--- src/rtl/pe_result_drain.sv ---
// pe_result_drain: drains PE result buffers on trigger edges and streams
// every word out with its PE id and buffer address.
// Read path: issue (registered rd_en/addr) -> capture (1-cycle PE latency)
// -> 4-entry FIFO -> valid/ready stream.
module pe_result_drain #(
    parameter int D_WIDTH      = 64,
    parameter int A_PART_WIDTH = 1,
    parameter int B_NUM_WIDTH  = 1,
    parameter int PE_NUM       = 4,
    parameter int PE_ID_WIDTH  = 2
) (
    input  logic                                 clk,
    input  logic                                 rst,
    input  logic [PE_NUM-1:0]                    output_trigger_in,
    output logic [PE_NUM-1:0]                    res_rd_en_out,
    output logic [A_PART_WIDTH+B_NUM_WIDTH-1:0]  res_rd_addr_out,
    input  logic [PE_NUM*D_WIDTH-1:0]            res_rd_data_in,
    output logic [D_WIDTH-1:0]                   out_data,
    output logic [PE_ID_WIDTH-1:0]               out_pe_id,
    output logic [A_PART_WIDTH+B_NUM_WIDTH-1:0]  out_addr,
    output logic                                 out_last,
    output logic                                 out_valid,
    input  logic                                 out_ready,
    output logic                                 busy_out
);

    localparam int ADDR_W = A_PART_WIDTH + B_NUM_WIDTH;
    localparam int DEPTH  = 1 << ADDR_W;
    localparam logic [ADDR_W-1:0] LAST_ADDR = ADDR_W'(DEPTH - 1);

    typedef struct packed {
        logic [D_WIDTH-1:0]     data;
        logic [PE_ID_WIDTH-1:0] pe;
        logic [ADDR_W-1:0]      addr;
        logic                   last;
    } entry_t;

    typedef enum logic [1:0] {
        S_IDLE      = 2'd0,
        S_DRAIN     = 2'd1,
        S_WAIT_LAST = 2'd2
    } state_t;

    state_t                 r_state, w_state_nxt;
    logic [PE_NUM-1:0]      r_trig_prev, r_pending;
    logic [PE_NUM-1:0]      w_edge, w_clr;
    logic [PE_ID_WIDTH-1:0] r_cur_pe, w_sel_pe, w_issue_pe;
    logic [ADDR_W-1:0]      r_addr, w_addr_nxt, w_issue_addr;
    logic                   w_any_pending, w_sel, w_issue, w_room;
    logic [3:0]             w_occ;

    // issue stage (drives the PE read ports) and capture stage
    logic [PE_NUM-1:0]      r_rd_en;
    logic [ADDR_W-1:0]      r_rd_addr;
    logic [PE_ID_WIDTH-1:0] r_rd_pe;
    logic                   r_rd_vld;
    logic                   r_cap_vld;
    logic [PE_ID_WIDTH-1:0] r_cap_pe;
    logic [ADDR_W-1:0]      r_cap_addr;
    logic [D_WIDTH-1:0]     w_cap_data;

    // result FIFO
    entry_t                 r_mem [4];
    logic [1:0]             r_wptr, r_rptr;
    logic [2:0]             r_count;
    logic                   w_push, w_pop;
    entry_t                 w_push_entry, w_head;

    assign w_edge        = output_trigger_in & ~r_trig_prev;
    assign w_any_pending = |r_pending;
    assign w_clr         = w_sel ? (PE_NUM'(1) << w_sel_pe) : '0;

    // Reads issued but not yet popped must fit the FIFO; pop is not credited here.
    assign w_occ  = {1'b0, r_count} + {3'b0, r_rd_vld} + {3'b0, r_cap_vld};
    assign w_room = (w_occ < 4'd4);

    // Lowest-index pending PE wins.
    always_comb begin
        w_sel_pe = '0;
        for (int i = PE_NUM - 1; i >= 0; i--) begin
            if (r_pending[i]) w_sel_pe = PE_ID_WIDTH'(i);
        end
    end

    // Edge capture; a fresh edge beats the clear of the PE being selected.
    always_ff @(posedge clk or posedge rst) begin
        if (rst) begin
            r_trig_prev <= '0;
            r_pending   <= '0;
        end else begin
            r_trig_prev <= output_trigger_in;
            r_pending   <= (r_pending & ~w_clr) | w_edge;
        end
    end

    // FSM state register.
    always_ff @(posedge clk or posedge rst) begin
        if (rst) r_state <= S_IDLE;
        else     r_state <= w_state_nxt;
    end

    // Next state and issue control. Selecting a PE also issues its addr 0
    // in the same cycle so a new block starts without an extra bubble.
    always_comb begin
        w_state_nxt  = r_state;
        w_sel        = 1'b0;
        w_issue      = 1'b0;
        w_issue_pe   = r_cur_pe;
        w_issue_addr = r_addr;
        w_addr_nxt   = r_addr;
        case (r_state)
            S_IDLE:  w_sel = w_any_pending;
            S_DRAIN: w_issue = w_room;
            S_WAIT_LAST: begin
                // final read leaves the issue stage -> captured this cycle
                if (!r_rd_vld) begin
                    w_sel = w_any_pending;
                    if (!w_any_pending) w_state_nxt = S_IDLE;
                end
            end
            default: w_state_nxt = S_IDLE;
        endcase
        if (w_sel) begin
            w_issue      = w_room;
            w_issue_pe   = w_sel_pe;
            w_issue_addr = '0;
            w_addr_nxt   = '0;
            w_state_nxt  = S_DRAIN;
        end
        if (w_issue) begin
            if (w_issue_addr == LAST_ADDR) begin
                w_addr_nxt  = '0;
                w_state_nxt = S_WAIT_LAST;
            end else begin
                w_addr_nxt  = w_issue_addr + 1'b1;
            end
        end
    end

    // Current PE and address counter.
    always_ff @(posedge clk or posedge rst) begin
        if (rst) begin
            r_cur_pe <= '0;
            r_addr   <= '0;
        end else begin
            if (w_sel) r_cur_pe <= w_sel_pe;
            r_addr <= w_addr_nxt;
        end
    end

    // Registered read-port drive plus tag for the capture stage.
    always_ff @(posedge clk or posedge rst) begin
        if (rst) begin
            r_rd_en   <= '0;
            r_rd_addr <= '0;
            r_rd_pe   <= '0;
            r_rd_vld  <= 1'b0;
        end else begin
            r_rd_en  <= w_issue ? (PE_NUM'(1) << w_issue_pe) : '0;
            r_rd_vld <= w_issue;
            if (w_issue) begin
                r_rd_addr <= w_issue_addr;
                r_rd_pe   <= w_issue_pe;
            end
        end
    end

    // Capture stage: PE data arrives one cycle after its rd_en.
    always_ff @(posedge clk or posedge rst) begin
        if (rst) begin
            r_cap_vld  <= 1'b0;
            r_cap_pe   <= '0;
            r_cap_addr <= '0;
        end else begin
            r_cap_vld  <= r_rd_vld;
            r_cap_pe   <= r_rd_pe;
            r_cap_addr <= r_rd_addr;
        end
    end

    // Select the responding PE's data slice.
    always_comb begin
        w_cap_data = '0;
        for (int i = 0; i < PE_NUM; i++) begin
            if (r_cap_pe == PE_ID_WIDTH'(i)) w_cap_data = res_rd_data_in[i*D_WIDTH +: D_WIDTH];
        end
    end

    assign w_push       = r_cap_vld;
    assign w_pop        = (r_count != 3'd0) && out_ready;
    assign w_push_entry = '{data: w_cap_data, pe: r_cap_pe, addr: r_cap_addr,
                            last: (r_cap_addr == LAST_ADDR)};
    assign w_head       = r_mem[r_rptr];

    // FIFO storage; contents are don't-care while empty.
    always_ff @(posedge clk) begin
        if (w_push) r_mem[r_wptr] <= w_push_entry;
    end

    // FIFO pointers and occupancy.
    always_ff @(posedge clk or posedge rst) begin
        if (rst) begin
            r_wptr  <= '0;
            r_rptr  <= '0;
            r_count <= '0;
        end else begin
            if (w_push) r_wptr <= r_wptr + 2'd1;
            if (w_pop)  r_rptr <= r_rptr + 2'd1;
            case ({w_push, w_pop})
                2'b10:   r_count <= r_count + 3'd1;
                2'b01:   r_count <= r_count - 3'd1;
                default: r_count <= r_count;
            endcase
        end
    end

    // Head drives the stream; fields read zero while empty.
    assign out_valid       = (r_count != 3'd0);
    assign out_data        = out_valid ? w_head.data : '0;
    assign out_pe_id       = out_valid ? w_head.pe   : '0;
    assign out_addr        = out_valid ? w_head.addr : '0;
    assign out_last        = out_valid & w_head.last;
    assign res_rd_en_out   = r_rd_en;
    assign res_rd_addr_out = r_rd_addr;
    assign busy_out        = (r_state != S_IDLE) | r_rd_vld | r_cap_vld | out_valid;

endmodule
--- config.mk ---
export PLATFORM = sky130hd
export DESIGN_NAME = pe_result_drain
export DESIGN_NICKNAME = d
export VERILOG_FILES = /design/src/rtl/pe_result_drain.sv
export SDC_FILE = /design/constraint.sdc
export NUM_CORES = 1
export LEC_CHECK = 0
export CORE_ASPECT_RATIO = 1.4
export CORE_MARGIN = 5
export CORE_UTILIZATION = 46
export CTS_BUF_LIST = sky130_fd_sc_hd__clkbuf_4 sky130_fd_sc_hd__clkbuf_8
export DETAILED_ROUTE_END_ITERATION = 7
export PLACE_DENSITY = 0.82
export SYNTH_ARGS = -nofsm -noshare
export SYNTH_HDL_FRONTEND = slang
export SYNTH_SLANG_ARGS = --single-unit
--- constraint.sdc ---
create_clock -name clk -period 2.65 [get_ports clk]
set_input_delay 0.3975 -clock clk [delete_from_list [all_inputs] [get_ports clk]]
set_output_delay 0.3975 -clock clk [all_outputs]
set_load 0.005 [all_outputs]
**Word level (Yosys, flattened, before mapping)**

Memory sizes are Yosys's and may differ from the RTL's.
Index checks and enable logic that the tools add are counted.
Widths: inputs -> output; s select.

- Memories kept: 1
- Memory bits (writable): 276
- Memory bits (read-only): 0
- Latch bits: 0
- Logic and storage cells: 82
- Register bits: 35
- Input port bits: 263

Memories:

| name | depth | width | rd ports | clocked after memory_dff | wr ports | RTL line | text |
|---|---|---|---|---|---|---|---|
| r_mem | 4 | 69 | 1 | 0 | 1 | 63 | `entry_t r_mem [4];` |

- Add/subtract/negate cells: 7
- Divide/modulo/power cells: 0
- Bitwise gates (word level): 9
- Multiply operators: 0
- $lt $le $gt $ge: 1
- Shift-type cells: 2
- Muxes and demuxes: 30
- Reductions and logical operators: 8
- Eq/ne operators: 9

Operators by type and width:

| operator | count |
|---|---|
| $mux 64 | 5 |
| $mux 2 | 15 |
| $eq 2x2->1 const B | 6 |
| $and 4x4->4 | 2 |
| $mux 4 | 2 |
| $not 4->4 | 2 |
| $shl 1x2->4 const A | 2 |
| $add 2x1->2 const B | 3 |
| $eq 2x1->1 const B | 3 |
| $pmux 3 s2 | 1 |
| $mux 1 | 5 |
| $add 3x1->4 | 1 |
| $add 4x1->4 | 1 |
| $logic_not 2->1 | 2 |
| $lt 4x3->1 const B | 1 |
| $or 4x4->4 | 1 |
| $pmux 2 s2 | 1 |
| $reduce_bool 2->1 | 2 |
| $reduce_or 4->1 | 1 |
| $add 3x1->3 const B | 1 |
| $or 1x1->1 | 3 |
| $reduce_bool 3->1 | 1 |
| $sub 3x1->3 const B | 1 |
| $pmux 1 s2 | 1 |
| other kinds (3) | 3 |

**Longest topological paths before layout**

Gate-level depths: netlist of run 1.

- Depth in word-level cells: 9
- Gate-level depth with buffers: 9
- Mapped depth without buffers: 8

**Worst setup path before layout of run 1**

OpenSTA, ideal clock, no wires.

- Path kind: register to register
- From: register r_wptr[0]
- To: memory r_mem[0][0] in the netlist's numbering, enable pin
- Period minus slack after synthesis: 2.672 ns
- Path slack: -0.022 ns
- Cell stages (with the launch flop): 4
- Arrival time: 2.238 ns
- Path through: dfrtp_1 -> inv_1 -> ha_1 -> and2_1

RTL lines:

| item | RTL line | text |
|---|---|---|
| start, declared | 64 | `logic [1:0] r_wptr, r_rptr;` |
| start signal, assigned | 207 | `if (w_push) r_wptr <= r_wptr + 2'd1;` |
| end, declared | 63 |  |

Straight into the memory's write port.

**Worst setup path after layout of run 1**

- From: register r_rptr[0]
- To: output port out_data[50]

- Cells in the longest elaborated chain, start to end: 2

RTL lines:

| item | RTL line | text |
|---|---|---|
| start, declared | 64 |  |
| start signal, assigned | 208 | `if (w_pop) r_rptr <= r_rptr + 2'd1;` |
| $mem_v2 4x69 | -- |  |
| $mux 64 | 219 | `assign out_data = out_valid ? w_head.data : '0;` |
| end, declared | 18 | `output logic [D_WIDTH-1:0] out_data,` |

Every way passes these cells.

==> results.md, run 1 <==
- Worst R2R Start: r_count[2]$_DFFE_PP0P_
- DR pass1 iterations: 5
- Max VDD drop: around 0.76 mV
- Later-pin clock latency in the skew report: 0.54 ns
- Tmin final: 2.59 ns
- Drt via density: about 5.3
- Leakage power: 6.52 nW
- DR WL met2: around 18000 um
- CTS Sinks: slightly above 300
- Crit path launch type: flip-flop
- Mean post-synth cell area: 21.2 um2
- Final Setup Violations: 0
- PnR Total Power: approximately 0.021 W
- Placed cell count: about 1300
- Synth unique cells: 40
- Post-DP HPWL: about 22000 um
- Pin count of the biggest net entering global routing: 41
- Worst-path cell chain: buf_12 -> buf_16 -> buf_8 -> mux4_2 -> and2_1 -> buf_2
- # DRC: 0
- Cells after Synth: approximately 630
- Status: completed
- Max FO, Critical Path: 6
- Worst-Margin Slew: around 0.63 ns
- Max Slew Vio Count: 0
- Met1 wire length: 11900 um
- Buf/Inv on CP: 4
- Power Density: about 1100 nW/um2
- GR Overflow Total: 0
- WP data required: around 2.3 ns
- Port bufs: 339
- CP max-delay cell: dfrtp_4
- First-pass GRT wire length: just under 50000 um
- RSZ-0062 raised after global routing: true
- Row Count: 74
- Synth Register Bits: a little over 300
- Final worst slack: 0.0629 ns
- Final period util: 0.976
- Post-DRT Antenna Nets: 0
- Crit path kind: reg2out
- Post-synth EDFFs: between 200 and 300
- Worst-path clk slew: roughly 0.06 ns
- Total GRT Usage: 0.194
- Share of power burned in registers: 0.381
- Met3 WL: around 1800 um
- Initial core utilization: 0.464
- Setup Slack @ Placement: just over 0.3 ns
- IO Pins: 340
- Nets@finish: 1300
- Std-Cell Core Area: between 20000 and 30000 um2
- Buffer depth of the longest clock path: 3
- Net Sw Power: approximately 0.0062 W
- CTS Buf Count: 45
- Finished Layout Cells: 1445
- Post-Syn Nets: roughly 910
- Vias: 7720
- Area growth from synthesis to layout: 38.5%
- Async S/R FF share, synth: 0.113
- Sw Share: 0.301
- Max Clk Rate: between 300 and 400 MHz
- Setup Total Neg Slack: 0 ns
- DR WL/cell: ~23 um
- GPL Wtd Cong: roughly 0.76
- CTS root buffer: clkbuf_8
- Combinational Power Share: 0.443
- Top Metal Used: met4
- Most common flop cell mapped by yosys: edfxtp_1
- Fillers: 1996
- Worst Setup End Kind: primary output
- Yosys warnings: 0
- Initial drt markers: about 400
- Worst hold path type: in2async
- Die area: 32800 um2
- Die W: approximately 150 um
- Int Power: ~0.014 W
- Vias in the first global route: around 8600
- Final hold violation count: 0
- Worst Path Arrival: about 2.2 ns
- Clk pwr share: 0.175
- CP startpoint: r_rptr[0]$_DFFE_PP0N_
- Share of cells above drive strength 1: 0.335
- Slew margin rel.: 0.583
- Max_cap viols: 0
- Largest delay share family, worst path: buffers and inverters
- Sequential cell area fraction in the yosys report: 0.682
- Clock H-tree levels: 2
- Synth Cell Area: 13400 um2
- Initial antenna violation count: 2
- Final Skew: between 0.015 and 0.02 ns
- Die height: between 200 and 250 um
- Detailed Route WL: between 30000 and 40000 um
- CTS tree: done
- Worst path max stage delay: a little over 0.5 ns
==> worst register-to-register path, stage by stage, from the launching register on <==
cell,delay (ns)
dfrtp_1,0.44
or3_4,0.20
buf_6,0.27
and2_4,0.23
ha_1,0.18
inv_1,0.06
fa_1,0.38
xor2_1,0.15
nor2_1,0.11
xor2_1,0.15
==> layout make-up <==
| cell class | instances | area, um2 | share of cell area |
|---|---|---|---|
| diodes | 3 | 7.51 | 0.000403 |
| flip-flops and latches | 311 | 9180 | 0.493 |
| multi-input cells | 270 | 4080 | 0.219 |
| well taps | 380 | 475 | 0.0255 |
| inverters | 13 | 48.8 | 0.00262 |
| repair buffers | 388 | 3980 | 0.214 |
| clock buffers | 59 | 737 | 0.0396 |
| clock inverters | 21 | 115 | 0.00618 |
==> sequential cells by signal, indices dropped and copies added (netlist names), 2 cells and up <==
register and count:
r_addr 2, r_cap_addr 2, r_cap_pe 2, r_count 3, r_cur_pe 2, r_mem 276, r_pending 4, r_rd_pe 2
r_rptr 2, r_state 2, r_trig_prev 4, r_wptr 2, res_rd_addr_out 2, res_rd_en_out 4
==> layout by cell type (no fill, tap or decap), types with 4 or more instances in the layout <==
| cell | Yosys | routed |
|---|---|---|
| buf_4 | 6 | 18 |
| nand2_1 | 6 | 6 |
| buf_6 | 9 | 17 |
| ha_1 | 7 | 7 |
| and2_1 | 74 | 36 |
| clkdlybuf4s15_1 | 0 | 14 |
| xor2_1 | 4 | 4 |
| clkinv_1 | 0 | 14 |
| o21ai_0 | 7 | 7 |
| clkinv_2 | 0 | 5 |
| nor2_1 | 6 | 6 |
| dfrtp_4 | 0 | 4 |
| buf_16 | 0 | 9 |
| mux4_2 | 133 | 133 |
| buf_12 | 0 | 14 |
| dfrtp_1 | 35 | 31 |
| edfxtp_1 | 276 | 276 |
| buf_2 | 9 | 33 |
| clkdlybuf4s50_1 | 0 | 270 |
| and2_4 | 1 | 39 |
| inv_1 | 13 | 13 |
| clkbuf_8 | 0 | 47 |
| clkbuf_4 | 0 | 12 |
| clkbuf_2 | 1 | 8 |
==> Yosys cell counts, drive strengths merged (2+ instances only) <==
| master | instances | area (um2) |
|---|---|---|
| a21o | 2 | 22.5 |
| a21oi | 4 | 42.5 |
| and2 | 76 | 478 |
| and2b | 2 | 15.0 |
| buf | 30 | 214 |
| clkbuf | 10 | 38.8 |
| dfrtp | 35 | 876 |
| edfxtp | 276 | 8290 |
| ha | 7 | 87.6 |
| inv | 13 | 48.8 |
| mux2 | 5 | 67.6 |
| mux4 | 133 | 3000 |
| nand2 | 6 | 22.5 |
| nor2 | 6 | 22.5 |
| nor3b | 2 | 15.0 |
| o21ai | 8 | 43.8 |
| o22a | 2 | 18.8 |
| xnor2 | 3 | 26.3 |
| xor2 | 4 | 35.0 |
==> logic make-up (layout without fill, tap and decap cells) <==
group | after synthesis | after routing | synth area share
muxes | 139 | 139 | 0.229
other | 0 | 3 | 0
adders and majority gates | 8 | 8 | 0.00800
xor gates and xnor gates | 7 | 7 | 0.00456
and+or+nand+nor | 98 | 98 | 0.0440
buffers and inverters | 53 | 481 | 0.0224
DFF | 311 | 311 | 0.682
AOI/OAI and AO/OA | 18 | 18 | 0.0106
==> metal layers <==
layer,up-vias,GRT usage
li1,3406,-
met1,4018,0.225
met2,235,0.359
met3,61,0.0409
met4,0,0.0612
met5,-,0
==> through the flow <==
stage / area (um2) / util / hold slack, ns
after floorplan: 13400 / - / 0.349
after global placement: 17400 / 0.599 / 0.359
after detailed placement: 17400 / 0.599 / 0.357
after CTS: 18600 / 0.641 / 0.256
after global routing: 18600 / 0.642 / 0.298
final: 18600 / 0.643 / 0.267
==> final timing paths <==
kind,endpoint,slack [ns],depth (start not counted)
worst max-delay path,out_data[50],0.06,6
worst min-delay path,r_cur_pe[0]$_DFF_PP0_,0.27,3
worst max register to register,r_count[2]$_DFFE_PP0P_,0.41,9
worst min register to register,r_cap_pe[0]$_DFF_PP0_,0.37,0
max in group asynchronous,r_cap_pe[0]$_DFF_PP0_,2.04,3
min in group clk,r_trig_prev[2]$_DFF_PP0_,0.33,1
==> power groups by stage <==
stage	Sequential [W]	Clock, W	Combinational, W
floorplan	0.00758	0	0.00495
global placement	0.00791	0	0.00826
CTS	0.00784	0.00369	0.00902
detailed placement	0.00801	0	0.00840
global route	0.00793	0.00393	0.00974
finish	0.00783	0.00360	0.00910
==> what timing repair did <==
item,in CTS,in global routing
cloned,8,1
hold buffers,0,0
setup endpoints to repair,71,58
buffers inserted,21,3
pin swaps,10,8
gates resized for setup,252,58
endpoints found under the hold margin,0,0
No activity file was read; power rests on OpenSTA's default activity.
==> run 2, diff against run 1 <==
--- a/config.mk
+++ b/config.mk
@@ -5,12 +5,14 @@
 export SDC_FILE = /design/constraint.sdc
 export NUM_CORES = 1
 export LEC_CHECK = 0
+export CAP_MARGIN = 20
 export CORE_ASPECT_RATIO = 1.4
 export CORE_MARGIN = 5
-export CORE_UTILIZATION = 46
+export CORE_UTILIZATION = 56
 export CTS_BUF_LIST = sky130_fd_sc_hd__clkbuf_4 sky130_fd_sc_hd__clkbuf_8
 export DETAILED_ROUTE_END_ITERATION = 7
-export PLACE_DENSITY = 0.82
+export DONT_BUFFER_PORTS = 1
+export PLACE_DENSITY = 0.77
 export SYNTH_ARGS = -nofsm -noshare
 export SYNTH_HDL_FRONTEND = slang
 export SYNTH_SLANG_ARGS = --single-unit
==> constraint.sdc (replaced) <==
create_clock -name clk -period 2.1 [get_ports clk]
set_input_delay 0.315 -clock clk [delete_from_list [all_inputs] [get_ports clk]]
set_output_delay 0.315 -clock clk [all_outputs]
set_load 0.005 [all_outputs]
==> run 2 against run 1 <==
Compared with the run above:
- the flow now finishes with violations (negative setup slack)
- final cell count decreased by 28%
- clock power is 20% higher
- sequential power up 25%
- critical path type unchanged
==> results.md, run 2 (same netlist as run 1, synthesis figures left out) <==
- Final hold violation count: 0 (unchanged)
- Finished Layout Cells: 1034 (-28%)
- Status: finished with violations
- Initial core utilization: 0.565 (+0.101)
- # diodes: 0 (-3)
- First-pass GRT wire length: 43200 um (-11%)
- Total GRT Usage: 0.209 (+0.0149)
- GRT Max-Usage Layer: met2
- Initial antenna violation count: 3 (+1)
- Post-DRT Antenna Nets: 0 (unchanged)
- Worst-Margin Slew: 0.597 ns (-0.0285 ns)
- Crit path launch type: flip-flop
- Vias in the first global route: 7226 (-16%)
- Met1 GRT Util: 0.254 (+0.0285)
- Worst Setup End Kind: primary output
- Power Density: 1540 nW/um2 (+40%)
- GR Overflow Total: 0 (unchanged)
- Largest register FFs: 276 (unchanged)
- Clock H-tree levels: 2 (unchanged)
- Max VDD drop: 0.854 mV (+13%)
- Register with the most flip-flops: r_mem
- Leakage power: 5.15 nW (-21%)
- Die W: 141 um (-8.8%)
- Max Clk Rate: 424 MHz
- WP data required: 1.78 ns (-0.47 ns)
- Buffer depth of the longest clock path: 3 (unchanged)
- Placed cell count: 926 (-31%)
- Leading cell type in the layout, fill and taps excluded: edfxtp_1
- Die area: 27200 um2 (-17%)
- Area growth from synthesis to layout: 14.1%
- Slew margin rel.: 0.602 (+0.0190)
- CTS root buffer: clkbuf_8
- Fin area: 15300 um2 (-18%)
- Max Slew Vio Count: 0 (unchanged)
- DR pass1 iterations: 5 (unchanged)
- Commonest non-fill, non-tap cells in the layout: 276 x edfxtp_1, 133 x mux4_2, 45 x and2_4, 45 x clkbuf_8
- Hold_ws: 0.153 ns (-0.113 ns)
- DR WL/cell: 27.6 um (+22%)
- Final Skew: 0.0140 ns (-0.00429 ns)
- Max FO, Critical Path: 8 (+2)
- Final worst slack: -0.261 ns (-0.324 ns)
- Die height: 193 um (-8.9%)
- Crit path kind: reg2out
- Worst R2R Start: r_count[2]$_DFFE_PP0P_
- CTS Sinks: 311 (unchanged)
- CTS tree: done
- Pin count of the biggest net entering global routing: 40 (-2.4%)
- Grt met3 use: 0.0568 (+0.0159)
- Nets@finish: 966 (-26%)
- CTS Buf Count: 44 (-2.2%)
- Tmin final: between 2 and 2.5 ns
- Worst hold path type: in2reg
- Post-place instance area: 14000 um2 (-20%)
- Post-DP HPWL: 18700 um (-14%)
- Hold path startpoint: res_rd_data_in[41]
- Worst Path Arrival: 2.05 ns (-0.14 ns)
- GPL Wtd Cong: 0.773 (+2.2%)
- Drt via density: 6.25 (+17%)
- Met2 Usage GRT: 0.368 (+0.00972)
- Max_cap viols: 0 (unchanged)
- Port bufs: 0 (-100%)
- Initial drt markers: 409 (+1.7%)
- Violated checks: negative setup slack
- CP startpoint: r_rptr[0]$_DFFE_PP0N_
- Later-pin clock latency in the skew report: 0.53 ns (about the same)
- Vias: 6460 (-16%)
- Final period util: 1.12
- Fillers: 1594 (-20%)
- Setup Total Neg Slack: -13.77 ns (-13.77 ns)
- # DRC: 0 (unchanged)
- IO Pins: 340 (unchanged)
- Worst-path clk slew: 0.07 ns (about the same)
- Std-Cell Core Area: 23800 um2 (-18%)
- PnR Total Power: 0.0236 W (+15%)
- Final Setup Violations: 70 (+70)
- Row Count: 67 (-9.5%)
- Share of cells above drive strength 1: 0.431 (+0.0957)
- Detailed Route WL: 28600 um (-13%)
- RSZ-0062 raised after global routing: true
## run 2: changes by cell type in the layout (fill, tap and decap cells not counted), moves of 3 or more
cell             before  now
diode_2               3    0
clkinv_1             14   10
buf_16                9    5
buf_2                33    0
buf_12               14   21
clkbuf_4             12   17
and2_4               39   45
clkinv_2              5    1
clkbuf_2              8    0
clkdlybuf4s50_1     270    0
buf_6                17    2
dlygate4sd3_1         0    6
clkdlybuf4s15_1      14    0
and2_1               36   30
## run 2: layer usage
metal / vias up / routed length (um)
met3: 53 / 2270
li1: 2731 / -
met4: 6 / 642
met5: - / 41
met2: 313 / 15600
met1: 3357 / 10000
## run 2: worst max-delay path, stage by stage (launching register included)
cell and delay [ns]:
dfrtp_4 0.50, buf_6 0.15, buf_12 0.13, buf_12 0.14, mux4_2 0.42, and2_4 0.18
## run 2: where the power goes
| part | switching (W) | total (W) | internal (W) |
|---|---|---|---|
| Sequential | 0.000598 | 0.00975 | 0.00915 |
| Clock | 0.00204 | 0.00432 | 0.00228 |
| Combinational | 0.00453 | 0.00954 | 0.00502 |
## run 2: worst paths after layout
kind	cells past startpoint	endpoint	slack, ns
hold / removal	1	r_mem[2][46]$_DFFE_PP_	0.15
min in group asynchronous	3	r_count[1]$_DFFE_PP0P_	0.33
max in group asynchronous	3	r_cap_pe[0]$_DFF_PP0_	1.42
setup / recovery	5	out_data[9]	-0.26
hold reg to reg	0	r_cap_pe[0]$_DFF_PP0_	0.38
setup reg to reg	9	r_count[2]$_DFFE_PP0P_	-0.04
## run 2: stage by stage
stage | setup slack [ns] | util
floorplan | 0.171 | -
global placement | 0.121 | 0.587
detailed placement | 0.0575 | 0.587
CTS | -0.301 | 0.640
global route | -0.333 | 0.644
finish | -0.261 | 0.644
## run 2: timing repair
| action | 4_1_cts | 5_1_grt |
|---|---|---|
| endpoints found under the hold margin | 44 | 0 |
| setup buffers | 9 | 13 |
| gates cloned | 5 | 0 |
| pin swaps | 23 | 3 |
| setup endpoints to repair | 71 | 72 |
| hold buffers | 6 | 0 |
| resized for setup | 57 | 4 |
## run 2: layout make-up
cell class                      count  area, um2  share of cell area
Clock buffer                       62        747              0.0487
Clock inverter                     13       58.8             0.00383
Inverter                           13       48.8             0.00318
Multi-Input combinational cell    270       4110               0.268
Sequential cell                   311       9180               0.598
Tap cell                          310        388              0.0253
Timing Repair Buffer               55        806              0.0525
